### config.mk
export PLATFORM = sky130hd
export DESIGN_NAME = qmax_scan
export DESIGN_NICKNAME = d
export VERILOG_FILES = /design/src/rtl/qmax_scan.sv
export SDC_FILE = /design/constraint.sdc
export NUM_CORES = 1
export LEC_CHECK = 0
export CORE_MARGIN = 2
export CORE_UTILIZATION = 51
export CTS_CLUSTER_SIZE = 14
export DETAILED_ROUTE_END_ITERATION = 6
export PLACE_DENSITY = 0.81
export SLEW_MARGIN = 25
export SYNTH_ARGS = -nofsm -noshare
export SYNTH_HDL_FRONTEND = slang
export SYNTH_SLANG_ARGS = --single-unit
### constraint.sdc
create_clock -name i_clk -period 2.3 [get_ports i_clk]
set_input_delay 0.23 -clock i_clk [delete_from_list [all_inputs] [get_ports i_clk]]
set_output_delay 0.23 -clock i_clk [all_outputs]
set_load 0.005 [all_outputs]
### src/rtl/qmax_scan.sv
// Scans all actions of one state over the Q-table's registered read port and
// reports the largest signed Q-value together with the action that holds it.
module qmax_scan #(
  parameter int STATE_WIDTH = 6,
  parameter int ACTION_WIDTH = 2,
  parameter int DATA_WIDTH = 8,
  localparam int ADDR_WIDTH = STATE_WIDTH + ACTION_WIDTH
) (
  input  logic                    i_clk,
  input  logic                    i_rst,
  input  logic                    i_start,
  input  logic [STATE_WIDTH-1:0]  i_state,
  output logic                    o_busy,
  output logic                    o_done,
  output logic [DATA_WIDTH-1:0]   o_max_q,
  output logic [ACTION_WIDTH-1:0] o_max_action,
  output logic [ADDR_WIDTH-1:0]   o_addr_r,
  output logic                    o_read_en,
  input  logic [DATA_WIDTH-1:0]   i_q_data
);

  // state | meaning
  // IDLE  | waiting for i_start; result registers hold the last scan
  // ISSUE | one read per cycle, action 0 .. NUM_ACTIONS-1
  // DRAIN | last read datum arrives and is folded into the result
  localparam int NUM_ACTIONS = 2 ** ACTION_WIDTH;
  localparam logic [ACTION_WIDTH-1:0] LAST_ACT = ACTION_WIDTH'(NUM_ACTIONS - 1);

  typedef enum logic [1:0] {IDLE, ISSUE, DRAIN} state_t;

  state_t                  state, state_n;
  logic [STATE_WIDTH-1:0]  scan_state, scan_state_n;
  logic [ACTION_WIDTH-1:0] act, act_n;
  logic                    busy_n, done_n, read_en_n;
  logic [ADDR_WIDTH-1:0]   addr_n;

  logic                    vld;
  logic [ACTION_WIDTH-1:0] act_d;
  logic [DATA_WIDTH-1:0]   run_max, cand_q;
  logic [ACTION_WIDTH-1:0] run_act, cand_act;
  logic                    take;

  always_ff @(posedge i_clk) begin
    if (i_rst) begin
      state      <= IDLE;
      scan_state <= '0;
      act        <= '0;
      o_busy     <= 1'b0;
      o_done     <= 1'b0;
      o_read_en  <= 1'b0;
      o_addr_r   <= '0;
    end else begin
      state      <= state_n;
      scan_state <= scan_state_n;
      act        <= act_n;
      o_busy     <= busy_n;
      o_done     <= done_n;
      o_read_en  <= read_en_n;
      o_addr_r   <= addr_n;
    end
  end

  always_comb begin
    state_n      = state;
    scan_state_n = scan_state;
    act_n        = act;
    read_en_n    = 1'b0;
    done_n       = 1'b0;
    addr_n       = o_addr_r;
    case (state)
      IDLE: begin
        if (i_start) begin
          state_n      = ISSUE;
          scan_state_n = i_state;
          act_n        = '0;
          read_en_n    = 1'b1;
          addr_n       = {i_state, {ACTION_WIDTH{1'b0}}};
        end
      end
      ISSUE: begin
        if (act == LAST_ACT) begin
          state_n = DRAIN;
        end else begin
          act_n     = act + 1'b1;
          read_en_n = 1'b1;
          addr_n    = {scan_state, act_n};
        end
      end
      DRAIN: begin
        state_n = IDLE;
        done_n  = 1'b1;
      end
      default: state_n = IDLE;
    endcase
    busy_n = (state_n != IDLE);
  end

  // Action 0 seeds the running max; ties keep the earlier (lower) action.
  always_comb begin
    take     = (act_d == '0) || ($signed(i_q_data) > $signed(run_max));
    cand_q   = take ? i_q_data : run_max;
    cand_act = take ? act_d : run_act;
  end

  always_ff @(posedge i_clk) begin
    if (i_rst) begin
      vld          <= 1'b0;
      act_d        <= '0;
      run_max      <= '0;
      run_act      <= '0;
      o_max_q      <= '0;
      o_max_action <= '0;
    end else begin
      vld   <= o_read_en;
      act_d <= act;
      if (vld) begin
        run_max <= cand_q;
        run_act <= cand_act;
        if (act_d == LAST_ACT) begin
          o_max_q      <= cand_q;
          o_max_action <= cand_act;
        end
      end
    end
  end

endmodule

==> out/qor.yml <==
placed_design:
  post_dp_cell_area_um2: 2440
  dp_hpwl_mm: 2.96
  gp_congestion: 0.876
  port_buffers: 37
logic_synthesis:
  ys_top_cells_by_area: "dfxtp_1, mux2i_1, nand2b_1"
  yosysWarnings: 0
  seq_area_frac_synth_pct: 42.3
  netlist.area_leader.share_pct: 42.3
  ys_types: 36
  synth_edf_count: 0
  synthCells: 216
  avgSynthCellArea_um2: 9.20
  yosys.area.top_type: "dfxtp_1"
  synth-async-reset-ratio_pct: 0
  synthesis.area_um2: 1990
  synth-main-ff-cell: "dfxtp_1"
  syn_nets: 242
  ys_ff_latch: 42
power_and_ir_drop:
  leakage_nw: 0.976
  p_per_area_nw_per_um2: 685
  ir_drop_v: 0.000556
  design_power_total_mw: 1.77
route:
  dr.first_iter.drc_count: 114
  vias: 1675
  wl_per_cell_um: 13.7
  viasPerCell: 5.46
  wirelength_mm: 4.20
  drt_pass1_iterations: 4
  drc: 0
  ant_nets: 0
die:
  die_area_um2: 4410
  ios: 38
  rows: 22
  die_w_um: 66.4
  die_h_um: 66.4
  initial_core_util_pct: 53.5
  core_area_um2: 3720
worst_setup_path:
  path_max_fanout: 13
  cp.required_ps: 2510
  start_kind: "flip-flop"
  cp.arrival_ps: 2290
  end_kind: "flip-flop"
  crit_type: "flip-flop to flip-flop"
cts:
  hold_buffers: 0
  cts_tree: "done"
  h-tree-depth: 2
  clk_pin_slew_ps: 90
  cts_root_buffer: "clkbuf_8"
  worstSkewPairLatency_ps: 300
  cts_resized: 0
  clock_sinks: 42
  cts_setup_buffers: 0
  numCtsBuffers: 5
  clockBufferDepth: 2
sta:
  relSlewSlack_pct: 53.9
  drv_slew: 0
  max_slew.worst_pin.slew_ps: 691
  fin_crit_ps: 2080
  rsz0062_at_grt: "false"
  hold_viol: 0
  fin_skew_ps: 6.43
  setup_viol: 0
  clock.fmax_mhz: 481
  period_share_pct: 90.4
global_routing:
  grt_pass1_wl_mm: 7.09
  grt_pass1_vias: 1568
  grt_max_degree: 42
  gr-usage-all-layers_pct: 21.2
  antenna_found_initial: 0
  grt.overflow.total: 0
run_status:
  outcome: "finished, final reports clean"
final_layout:
  fin_util_pct: 69.5
  stdcell_area_um2: 2580
  nets: 284
  syn2layout_area_growth_pct: 29.9
  drive_gt1_share_pct: 10.8
  antenna_cells: 0
hold_path:
  min_path_type: "flip-flop to flip-flop"
run:
  maxCapViolations: 0
layout make-up:
type,instances,area (um2)
fillers,298,1130
inverters,12,45.0
clock inverters,2,60.1
flip-flops and latches,42,841
clock buffers,6,82.6
well taps,48,60.1
repair buffers,49,460
multi-input cells,148,1030
worst paths after layout:
| kind | startpoint | to | slack, ps | cells after the start |
|---|---|---|---|---|
| min | o_read_en | vld | 480 | 1 |
| max | run_max[5] | o_max_q[2] | 220 | 7 |
| max reg2reg | run_max[5] | o_max_q[2] | 220 | 7 |
| min reg2reg | o_read_en | vld | 480 | 1 |
registers in the layout, indices dropped and copies added (netlist names):
register,count
act_d,2
o_read_en,1
o_busy,1
run_max,8
run_act,2
vld,1
o_max_action,2
state,2
scan_state,6
o_addr_r,8
o_max_q,8
o_done,1
cells in the mapped netlist, types with 2 or more instances:
master	count
nor3b_1	2
dfxtp_1	42
a21oi_1	6
o21ai_0	4
a311oi_1	10
nor2_1	31
o21ai_1	6
buf_2	4
or4_1	2
a31oi_1	2
nor2b_1	3
clkbuf_1	8
nand2_1	2
nand3_1	8
mux2i_1	20
o211ai_1	3
a211oi_1	6
ha_1	9
inv_1	12
nand2b_1	20
cell families (layout without fill, tap and decap cells):
kind of cell | Yosys count | after routing | synth area share, %
AO/OA/AOI/OAI | 42 | 42 | 15.4
adder cells (fa/ha/maj) | 9 | 9 | 5.66
flip-flops | 42 | 42 | 42.3
buffers and inverters | 26 | 69 | 5.73
AND/OR/NAND/NOR | 77 | 77 | 20.9
multiplexers | 20 | 20 | 10.1
worst max-delay path: stages, from the launching register on:
cell      delay, ps
dfxtp_1         370
inv_1            60
ha_1            310
a21oi_1          80
o211ai_1        210
nor2b_2         510
o21ai_0         160
a311oi_1        300
metrics by stage:
step / std cells / hold slack [ps] / setup slack, ps / TNS, ps
final: 307 / 483 / 220 / 0
after global routing: 307 / 491 / 44.1 / 0
after CTS: 307 / 483 / 232 / 0
after detailed placement: 299 / 468 / -25.9 / -82.4
after global placement: 299 / 470 / 18.9 / 0
after floorplan: 216 / 377 / 531 / 0
report_power, final:
group | switching [mW] | internal [mW] | total [mW]
Sequential | 0.0213 | 0.759 | 0.781
Clock | 0.263 | 0.463 | 0.726
Combinational | 0.127 | 0.135 | 0.262
placed cells by master (no fill, tap or decap), drive strengths merged, types with 9 or more instances in the layout:
master / n
mux2i: 20
clkdlybuf4s50: 37
ha: 9
nand2b: 20
dfxtp: 42
o21ai: 10
buf: 12
inv: 12
nor2: 31
a311oi: 10
per-layer routing:
layer  GRT usage, %  vias up  wire [um]
met3           5.96        4        181
met1           27.1      786       2040
met5              0        -          0
li1               -      847          -
met4           8.16        0         47
met2           33.8       38       1930
Note: power is estimated with default switching activity, not from simulation.
